===== src/rtl/uart_rx_if.sv =====
// rtl/uart_rx_if.sv - serial line and received-byte signals of the uart receiver
interface uart_rx_if;
  logic       rx;
  logic [7:0] data;
  logic       valid;
  logic       frame_err;
  logic       busy;

  modport slave  (input rx, output data, valid, frame_err, busy);
  modport master (output rx, input data, valid, frame_err, busy);
endinterface


===== src/rtl/uart_rx.sv =====
// rtl/uart_rx.sv - 8N1 uart receiver, LSB first, centre-of-bit sampling
module uart_rx #(
  parameter int CLKS_PER_BIT = 434
) (
  input  logic       clk,
  input  logic       reset,
  uart_rx_if.slave   bus
);
  localparam int CW = $clog2(CLKS_PER_BIT);
  localparam logic [CW-1:0] HALF_LAST = CW'(CLKS_PER_BIT / 2 - 1);
  localparam logic [CW-1:0] FULL_LAST = CW'(CLKS_PER_BIT - 1);

  typedef enum logic [2:0] {S_IDLE, S_START, S_DATA, S_STOP, S_WAIT_IDLE} state_t;

  state_t        r_state, w_state_nxt;
  logic [1:0]    r_sync;
  logic          w_rx_s;
  logic [CW-1:0] r_cnt;
  logic [2:0]    r_idx;
  logic [7:0]    r_shift;
  logic [7:0]    r_data;
  logic          r_valid;
  logic          r_ferr;
  logic          w_tick;
  logic          w_sample_bit;
  logic          w_load;
  logic          w_ferr;

  always_ff @(posedge clk or negedge reset) begin
    if (!reset) r_sync <= 2'b11;
    else        r_sync <= {r_sync[0], bus.rx};
  end

  assign w_rx_s = r_sync[1];

  always_ff @(posedge clk or negedge reset) begin
    if (!reset) r_state <= S_IDLE;
    else        r_state <= w_state_nxt;
  end

  // Stop is judged at mid-bit, so IDLE is re-entered in time for a gapless next start.
  always_comb begin
    w_state_nxt  = r_state;
    w_tick       = 1'b0;
    w_sample_bit = 1'b0;
    w_load       = 1'b0;
    w_ferr       = 1'b0;
    case (r_state)
      S_IDLE: begin
        if (!w_rx_s) w_state_nxt = S_START;
      end
      S_START: begin
        if (r_cnt == HALF_LAST) begin
          w_tick      = 1'b1;
          w_state_nxt = w_rx_s ? S_IDLE : S_DATA;
        end
      end
      S_DATA: begin
        if (r_cnt == FULL_LAST) begin
          w_tick       = 1'b1;
          w_sample_bit = 1'b1;
          if (r_idx == 3'd7) w_state_nxt = S_STOP;
        end
      end
      S_STOP: begin
        if (r_cnt == FULL_LAST) begin
          w_tick = 1'b1;
          if (w_rx_s) begin
            w_load      = 1'b1;
            w_state_nxt = S_IDLE;
          end else begin
            w_ferr      = 1'b1;
            w_state_nxt = S_WAIT_IDLE;
          end
        end
      end
      S_WAIT_IDLE: begin
        if (w_rx_s) w_state_nxt = S_IDLE;
      end
      default: w_state_nxt = S_IDLE;
    endcase
  end

  always_ff @(posedge clk or negedge reset) begin
    if (!reset) begin
      r_cnt   <= '0;
      r_idx   <= 3'd0;
      r_shift <= 8'h00;
      r_data  <= 8'h00;
      r_valid <= 1'b0;
      r_ferr  <= 1'b0;
    end else begin
      if (r_state == S_IDLE || r_state == S_WAIT_IDLE || w_tick) r_cnt <= '0;
      else                                                        r_cnt <= r_cnt + 1'b1;
      if (r_state == S_START)  r_idx <= 3'd0;
      else if (w_sample_bit)   r_idx <= r_idx + 3'd1;
      if (w_sample_bit) r_shift[r_idx] <= w_rx_s;
      if (w_load)       r_data <= r_shift;
      r_valid <= w_load;
      r_ferr  <= w_ferr;
    end
  end

  assign bus.data      = r_data;
  assign bus.valid     = r_valid;
  assign bus.frame_err = r_ferr;
  assign bus.busy      = (r_state != S_IDLE);
endmodule


===== src/flat_wrapper.sv =====
// flat-port wrapper written by rule: the top's interface ports become plain ports
module uart_rx_flat 
#(
  parameter int CLKS_PER_BIT = 434
)
  (clk, reset, bus_rx, bus_data, bus_valid, bus_frame_err, bus_busy);
  uart_rx_if bus_i ();
  input  logic clk;
  input  logic reset;
  input wire logic [$bits(bus_i.rx)-1:0] bus_rx;
  output wire logic [$bits(bus_i.data)-1:0] bus_data;
  output wire logic [$bits(bus_i.valid)-1:0] bus_valid;
  output wire logic [$bits(bus_i.frame_err)-1:0] bus_frame_err;
  output wire logic [$bits(bus_i.busy)-1:0] bus_busy;
  assign bus_i.rx = bus_rx;
  assign bus_data = bus_i.data;
  assign bus_valid = bus_i.valid;
  assign bus_frame_err = bus_i.frame_err;
  assign bus_busy = bus_i.busy;
  uart_rx #(.CLKS_PER_BIT(CLKS_PER_BIT)) u_core (.clk(clk), .reset(reset), .bus(bus_i));
endmodule

===== config.mk =====
export PLATFORM = sky130hd
export DESIGN_NAME = uart_rx_flat
export DESIGN_NICKNAME = d
export VERILOG_FILES = /design/src/rtl/uart_rx_if.sv /design/src/rtl/uart_rx.sv /design/src/flat_wrapper.sv
export SDC_FILE = /design/constraint.sdc
export NUM_CORES = 1
export LEC_CHECK = 0
export ABC_CLOCK_PERIOD_IN_PS = 6800
export BUFFER_PORTS_ARGS = -buffer_cell sky130_fd_sc_hd__buf_2
export CORE_ASPECT_RATIO = 2
export CORE_UTILIZATION = 55
export CTS_BUF_LIST = sky130_fd_sc_hd__clkbuf_8
export DETAILED_ROUTE_END_ITERATION = 7
export PLACE_DENSITY_LB_ADDON = 0.25
export SETUP_SLACK_MARGIN = 0.5
export SYNTH_ARGS = -nofsm -noshare
export SYNTH_HDL_FRONTEND = slang
export SYNTH_SLANG_ARGS = --single-unit
export TNS_END_PERCENT = 100

===== constraint.sdc =====
create_clock -name clk -period 6.8 [get_ports clk]
set_input_delay 1.36 -clock clk [delete_from_list [all_inputs] [get_ports clk]]
set_output_delay 1.36 -clock clk [all_outputs]
set_load 0.02 [all_outputs]

---- After elaboration in Yosys (flattened, before gate mapping) ----
Cells that the tools add are included.
Widths: inputs -> output; s select.
storage, ports and cells
  input bits .............................. 3
  word-level logic and storage cells ...... 58
  output and inout port bits .............. 11
  bits in registers ....................... 35
cells by class
  magnitude comparators ................... 2
  eq/ne operators ......................... 13
  add/subtract/negate cells ............... 2
  reductions and logical operators ........ 8
  muxes and demuxes ....................... 25
operator list
  operator             number
  $mux 3               9
  $pmux 3 s5           1
  $mux 1               10
  $ne 2x1->1 const B   5
  $add 9x1->9 const B  1
  $eq 9x8->1 const B   1
  $eq 9x9->1 const B   1
  $mux 9               1
  $bwmux 8             1
  $eq 3x2->1 const B   2
  $eq 3x3->1 const B   2
  $reduce_and 6->1     1
  $lt 3x4->1 const B   1
  $add 3x1->3 const B  1
  $demux 1 s3          1
  $eq 3x1->1 const B   1
  $ge 3x1->1 const B   1
  $logic_not 3->1      1
  $reduce_bool 3->1    1
  $logic_or 1x1->1     2
  $mux 2               1
  $ne 2x2->1 const B   1
  $pmux 1 s2           1
  $reduce_bool 2->1    1
  2 further kinds      2

---- Longest topological paths before layout ----
Gate-level depths: netlist of run 1.
  depth in word-level cells ............... 5
  mapped depth ............................ 8
  gate-level depth less buffers ........... 6

---- Least setup slack after synthesis of run 1 ----
Ideal clock, no wire load.
  kind .................................... reg-to-output
  start point ............................. register u_core.r_state[2]
  end point ............................... output port bus_busy
  data arrival time ....................... 1,059 ps
  data required time ...................... 5,440 ps
  setup slack ............................. 4,381 ps
  cell stages (with the launch flop) ...... 3
  buffers on the path ..................... 1
  cell sequence ........................... dfrtp_1 -> clkbuf_1 -> or3_1
on the way
  longest elaborated chain between the ends .. 1
RTL lines
  what                    line                source
  start, declared         uart_rx.sv:15       state_t r_state, w_state_nxt;
  start signal, assigned  uart_rx.sv:38       else r_state <= w_state_nxt;
  $reduce_bool 3->1       uart_rx.sv:107      assign bus.busy = (r_state != S_IDLE);
  end, declared           flat_wrapper.sv:14  output wire logic [$bits(bus_i.busy)-1:0] bus_busy;
Every way passes these cells.

---- Worst setup path in the final report of run 1 ----
Same ends and word-level chain as after synthesis.

==> out/qor.log, run 1 <==
qor: sta.rsz0062_at_grt false
qor: floorplanning.die_w 40.6 microns
qor: cells_and_area.layout.core_utilization 0.637
qor: logic_synthesis.async_reset_ff_frac 1.00
qor: cells_and_area.diodes 0
qor: route.route.antenna.remaining_nets 0
qor: route.dr.first_iter.drc_count 15
qor: cells_and_area.syn2layout_area_growth 8.93%
qor: power_and_ir_drop.share_clk_of_total_power 0.403
qor: clock_network.ctsLongestPathBuffers 2
qor: power_and_ir_drop.ir_worst_vdd 165 uV
qor: global_routing.antenna_found_initial 0
qor: clock_network.cts_root_buffer clkbuf_8
qor: clock_network.h-tree-depth 2
qor: cells_and_area.layout-drive-gt1-share 0.268
qor: cells_and_area.multiInputGateArea 699 sq um
qor: clock_network.cts.clk_slew.worst_paths 60 ps
qor: logic_synthesis.postSynthNetCount 154
qor: route.drt_drc_violations_left 0
qor: place.detailed_placement_hpwl 2080 microns
qor: floorplanning.design.portCount 14
qor: clock_network.cts_sinks 35
qor: sta.min_period_over_period 0.404
qor: logic_synthesis.ys_dominant_reg_cell dfrtp_1
qor: logic_synthesis.postSynthRegisterBits 35
qor: logic_synthesis.avgSynthCellArea 11.2 sq um
qor: logic_synthesis.synth_cell_type_count 34
qor: route.top_signal_layer_used met4
qor: logic_synthesis.synth_seq_area_share 0.536
qor: logic_synthesis.synth_edf_count 0
qor: power_and_ir_drop.cellInternalPower 0.289 mW
qor: cells_and_area.sequential_cell_area 878 sq um
qor: critical_path.critPathSlowestCell dfrtp_1
qor: sta.setup-violations-final 0
qor: sta.finalSetupTns 0 ps
qor: power_and_ir_drop.power_share_of_the_combinational_group 0.013
qor: route.drt_wl_total 2740 microns
qor: clock_network.tritoncts yes
qor: route.detailroute.wirelength.met2 1580 microns
qor: route.wl_met1 996 microns
qor: critical_path.timing.critical_path.arrival 1380 ps
qor: route.wl_met3 66 microns
qor: clock_network.post_cts_resize_count 0
qor: critical_path.worst_setup_path_start_kind flop
qor: clock_network.cts_post_setup_buffers_inserted 0
qor: global_routing.grt_max_degree 36
qor: global_routing.gr-usage-all-layers 0.217
qor: logic_synthesis.syn-cell-area 1640 sq um
qor: power_and_ir_drop.seqPwrFrac 0.585
qor: critical_path.crit_chain or3_1 > buf_2
qor: logic_synthesis.synth_top_area_share 0.504
qor: sta.worst_pin_slew 738 ps
qor: critical_path.path_max_fanout 13
qor: critical_path.worst-endpoint-required 5440 ps
qor: global_routing.grt_pass1_vias 1058
qor: power_and_ir_drop.power.switching_fraction 0.197
qor: global_routing.grt_first_pass_wirelength 4660 microns
qor: global_routing.gr-total-overflow 0
qor: sta.hold_viol 0
qor: logic_synthesis.synth_area_leader_cell dfrtp_1
qor: power_and_ir_drop.switchingPower 0.0711 mW
qor: route.drt_pass1_iterations 4
qor: job.cap_viol_max_count 0
qor: clock_network.number_of_hold_repair_buffers_added_at_the_cts_stage 0
qor: sta.final_critical_delay_including_setup_and_external_delays 2740 ps
qor: floorplanning.core_area 2800 sq um
qor: power_and_ir_drop.static-leakage-power 0.845 nW
qor: floorplanning.die-height 79.2 microns
qor: power_and_ir_drop.power-per-cell-area 202 nW/um^2
qor: sta.report.final.slew_viol_count 0
qor: sta.fin_worst_hold_slack 356 ps
qor: floorplanning.die_area 3220 sq um
qor: route.avgViaCountPerCell 5.95
qor: status.outcome completed
qor: critical_path.crit_path_max_incr_delay 540 ps
qor: route.avgRoutedWirePerCell 14.7 microns
qor: power_and_ir_drop.total_power 0.360 mW
qor: critical_path.worstSetupEndpointType output port
qor: critical_path.critical_path_class flop to output port
qor: clock_network.clock_insertion_delay_worst_skew 280 ps
qor: sta.final.setup_skew 5.58 ps
qor: logic_synthesis.synthesis_warnings 0
qor: floorplanning.rows 27
qor: place.gpl.final_weighted_congestion 0.774
qor: worst_hold_path.path_class_of_the_lowest_slack_min_delay_path flop to flop
qor: logic_synthesis.top_area_cells_in_the_synthesized_netlist dfrtp_1, mux2_2, ha_1
qor: sta.clock.fmax 0.364 GHz
qor: place.io_buffers 13
qor: logic_synthesis.postSynthCellCount 146
qor: cells_and_area.fillCellCount 225
qor: clock_network.cts_inserted_buffers 5
qor: sta.timing.slew.headroom 0.508
qor: cells_and_area.design.final.nets 165
qor: floorplanning.start_util 0.585
qor: route.vias 1106
## flip-flops by register name, summed over array words and instances, names as in the netlist
name                  flops
u_core.bus.data           8
u_core.bus.frame_err      1
u_core.bus.valid          1
u_core.r_cnt              9
u_core.r_idx              3
u_core.r_shift            8
u_core.r_state            3
u_core.r_sync             2
## power groups by stage
stage | logic (mW) | registers [mW] | clock network, mW
floorplan | 0.000926 | 0.213 | 0
global placement | 0.00468 | 0.214 | 0
detailed placement | 0.00483 | 0.214 | 0
CTS | 0.00484 | 0.211 | 0.150
global route | 0.00556 | 0.211 | 0.158
finish | 0.00452 | 0.211 | 0.145
## cells in the final DEF (no fill, tap or decap), types with 2 or more instances in the layout
cell type / count
dfrtp_1: 33
a21oi_1: 2
nand2_1: 8
mux2_2: 16
a22oi_1: 2
nor2_1: 15
xnor2_1: 4
or3_1: 3
buf_2: 13
and2_1: 2
dfstp_2: 2
nor4_1: 4
nand3_1: 6
o21ai_0: 3
clkbuf_8: 6
nor3_1: 6
xor2_1: 3
ha_1: 5
nand4_1: 5
inv_1: 5
## synth_stat cells, types with 2 or more instances
master,number
mux2_2,16
dfrtp_1,33
o21ai_0,3
a22oi_1,2
nor4_1,4
a21oi_1,2
clkbuf_1,7
ha_1,5
nor2_1,15
nand4_1,5
xor2_1,3
and2_1,2
nand2_1,8
nor3_1,6
dfstp_2,2
or3_1,3
xnor2_1,4
nand3_1,6
inv_1,5
## metal layers
metal | vias up | global-route usage
met5 | - | 0
met4 | 0 | 0.113
met3 | 8 | 0.0698
met2 | 17 | 0.365
met1 | 550 | 0.218
li1 | 531 | -
## cells by family (layout without fill, tap and decap cells)
family          count (synthesis)  after routing  share of synthesized area
flops                          35             35                      0.536
xor+xnor                        7              7                     0.0374
mux                            16             16                      0.110
fa+ha+maj                       5              5                     0.0382
compound gates                 12             12                     0.0527
simple gates                   57             57                      0.189
buf+inv                        14             25                     0.0374
## critical path: cells and delay by family, from the launching register on
family,cells,cell delay [ps]
buffers and inverters,1,160
DFF,1,540
and+or+nand+nor,1,400
## through the flow
stage	setup slack (ps)	cell area, sq um	cells
global placement	4320	1700	179
global route	4000	1790	186
floorplan	4380	1640	146
finish	4060	1790	186
detailed placement	4230	1700	179
CTS	4070	1790	186
## cell type report
type                       instances  share of cell area
clock buffer                       6              0.0463
multi-input combinational         97               0.392
inverter                           5              0.0105
sequential                        35               0.492
clock inverter                     1             0.00280
timing repair buffer              13              0.0364
tap                               29              0.0203
## worst paths after layout
kind,startpoint,endpoint,slack (ps),depth (start not counted)
worst min-delay path,u_core.r_sync[0]$_DFF_PN1_,u_core.r_sync[1]$_DFF_PN1_,360,0
min in group asynchronous,reset,u_core.bus.data[1]$_DFFE_PN0P_,1140,1
max in group asynchronous,reset,u_core.r_cnt[5]$_DFF_PN0_,5190,1
worst max register to register,u_core.r_cnt[1]$_DFF_PN0_,u_core.bus.data[6]$_DFFE_PN0P_,4230,6
worst min register to register,u_core.r_sync[0]$_DFF_PN1_,u_core.r_sync[1]$_DFF_PN1_,360,0
worst max-delay path,u_core.r_state[2]$_DFFE_PN0P_,bus_busy,4060,2
Power figures use the tool's default switching activity.
==> inputs of run 2 (changes only) <==
--- a/config.mk
+++ b/config.mk
@@ -5,7 +5,7 @@
 export SDC_FILE = /design/constraint.sdc
 export NUM_CORES = 1
 export LEC_CHECK = 0
-export ABC_CLOCK_PERIOD_IN_PS = 6800
+export ABC_CLOCK_PERIOD_IN_PS = 2500
 export BUFFER_PORTS_ARGS = -buffer_cell sky130_fd_sc_hd__buf_2
 export CORE_ASPECT_RATIO = 2
 export CORE_UTILIZATION = 55
==> constraint.sdc (replaced) <==
create_clock -name clk -period 2.5 [get_ports clk]
set_input_delay 0.5 -clock clk [delete_from_list [all_inputs] [get_ports clk]]
set_output_delay 0.5 -clock clk [all_outputs]
set_load 0.02 [all_outputs]
==> out/qor.log, run 2 (synthesized netlist as in run 1, its figures left out) <==
qor: clock_network.h-tree-depth 2
qor: place.io_buffers 13
qor: route.dr.first_iter.drc_count 39
qor: cells_and_area.diodes 0
qor: power_and_ir_drop.power-per-cell-area 483 nW/um^2
qor: sta.report.final.slew_viol_count 0
qor: place.dpl_worst_slack 131 ps
qor: power_and_ir_drop.static-leakage-power 0.984 nW
qor: route.avgViaCountPerCell 6.17
qor: sta.final_critical_delay_including_setup_and_external_delays 2220 ps
qor: critical_path.worst_setup_path_start_kind flop
qor: clock_network.cts_inserted_buffers 5
qor: sta.rsz0062_at_grt true
qor: clock_network.cts.clk_slew.worst_paths 70 ps
qor: clock_network.number_of_hold_repair_buffers_added_at_the_cts_stage 0
qor: critical_path.start_point_of_the_critical_path u_core.r_cnt[1]$_DFF_PN0_
qor: cells_and_area.fillCellCount 184
qor: cells_and_area.final_area 2120 sq um
qor: sta.finalSetupTns 0 ps
qor: cells_and_area.most-common-layout-cells dfrtp_1, nor2_1, buf_2
qor: route.drt_wl_total 3870 microns
qor: job.cap_viol_max_count 0
qor: place.place_area 1720 sq um
qor: floorplanning.start_util 0.585
qor: cells_and_area.largest_register_ff_count 9
qor: route.route.antenna.remaining_nets 0
qor: sta.min_period_over_period 0.889
qor: sta.final.setup_skew 2.47 ps
qor: floorplanning.die_w 40.6 microns
qor: critical_path.rr_worst_depth 7
qor: worst_hold_path.path_class_of_the_lowest_slack_min_delay_path input port to async pin
qor: floorplanning.die_area 3220 sq um
qor: floorplanning.design.portCount 14
qor: sta.setup-violations-final 0
qor: critical_path.worst_r2r_startpoint u_core.r_cnt[1]$_DFF_PN0_
qor: critical_path.critical_path_class flop to flop
qor: route.avgRoutedWirePerCell 18.8 microns
qor: critical_path.timing.critical_path.arrival 2400 ps
qor: place.gpl.final_weighted_congestion 0.771
qor: sta.clock.fmax 0.450 GHz
qor: clock_network.cts_sinks 35
qor: critical_path.worst-endpoint-required 2680 ps
qor: global_routing.grt_max_degree 36
qor: cells_and_area.multiInputGateArea 856 sq um
qor: global_routing.gr-total-overflow 0
qor: route.vias 1271
qor: route.drt_pass1_iterations 4
qor: power_and_ir_drop.total_power 1.03 mW
qor: sta.setup_ws 277 ps
qor: route.drt_drc_violations_left 0
qor: critical_path.worstSetupEndpointType flop
qor: clock_network.ctsLongestPathBuffers 2
qor: sta.hold_viol 0
qor: cells_and_area.final_cells 206
qor: floorplanning.core_area 2800 sq um
qor: clock_network.clock_insertion_delay_worst_skew 290 ps
qor: global_routing.antenna_found_initial 0
qor: power_and_ir_drop.ir_worst_vdd 597 uV
qor: cells_and_area.sequential_cell_area 878 sq um
qor: clock_network.cts_root_buffer clkbuf_8
qor: cells_and_area.final_common_cell dfrtp_1
qor: sta.timing.slew.headroom 0.495
qor: global_routing.grt_pass1_vias 1259
qor: global_routing.grt_first_pass_wirelength 5580 microns
qor: status.outcome completed
qor: cells_and_area.syn2layout_area_growth 29.5%
qor: cells_and_area.layout-drive-gt1-share 0.412
qor: clock_network.tritoncts yes
qor: cells_and_area.top_register u_core.r_cnt
qor: place.detailed_placement_hpwl 2170 microns
qor: floorplanning.die-height 79.2 microns
qor: critical_path.path_max_fanout 7
qor: sta.worst_pin_slew 757 ps
qor: cells_and_area.design.final.nets 184
qor: place.dpl.cell_count 181
qor: global_routing.gr-usage-all-layers 0.260
qor: floorplanning.rows 27
[run 2: power breakdown]
part / switching, mW / leakage, nW / total (mW) / internal (mW)
Clock: 0.194 / 0.0557 / 0.441 / 0.247
Combinational: 0.0112 / 0.461 / 0.0127 / 0.00148
Sequential: 0.00357 / 0.467 / 0.573 / 0.569
[run 2: worst max-delay path, stage by stage (launching register included)]
cell     delay, ps
dfrtp_1        390
inv_2           90
ha_4           130
or3b_4         380
or3_4          400
buf_6          140
nor4_4         250
mux2_4         330
[run 2: area by class of cell]
type / count / share of cell area
Multi-Input combinational cell: 98 / 0.403
Clock buffer: 7 / 0.0454
Sequential cell: 35 / 0.414
Tap cell: 29 / 0.0171
Inverter: 5 / 0.00884
Clock inverter: 1 / 0.00177
Timing Repair Buffer: 31 / 0.110
[run 2: layer usage]
metal	global-route usage	part of all wire
met5	0	0
met4	0.183	0.048
met2	0.441	0.59
met1	0.238	0.33
met3	0.0698	0.027
[run 2: path summary, 6_finish.rpt]
check                                                  to  slack [ps]
setup / recovery            u_core.r_shift[4]$_DFFE_PN0P_         280
hold / removal             u_core.bus.data[4]$_DFFE_PN0P_         280
setup reg to reg            u_core.r_shift[4]$_DFFE_PN0P_         280
hold reg to reg                u_core.r_sync[1]$_DFF_PN1_         360
max in group asynchronous   u_core.r_state[1]$_DFFE_PN0P_        1740
min in group clk               u_core.r_sync[0]$_DFF_PN1_         310
[run 2: what timing repair did]
action                                  CTS  global route
endpoints found under the setup margin   29            31
cloned                                    0             1
pin swaps                                 6            14
buffers inserted                         14             2
gates resized for setup                  18            19
hold endpoints to repair                  0             0
[run 2: stage by stage]
| step | hold WS (ps) | util |
|---|---|---|
| floorplan | 204 | - |
| global placement | 346 | 0.615 |
| detailed placement | 349 | 0.615 |
| CTS | 290 | 0.717 |
| global route | 300 | 0.757 |
| finish | 277 | 0.757 |
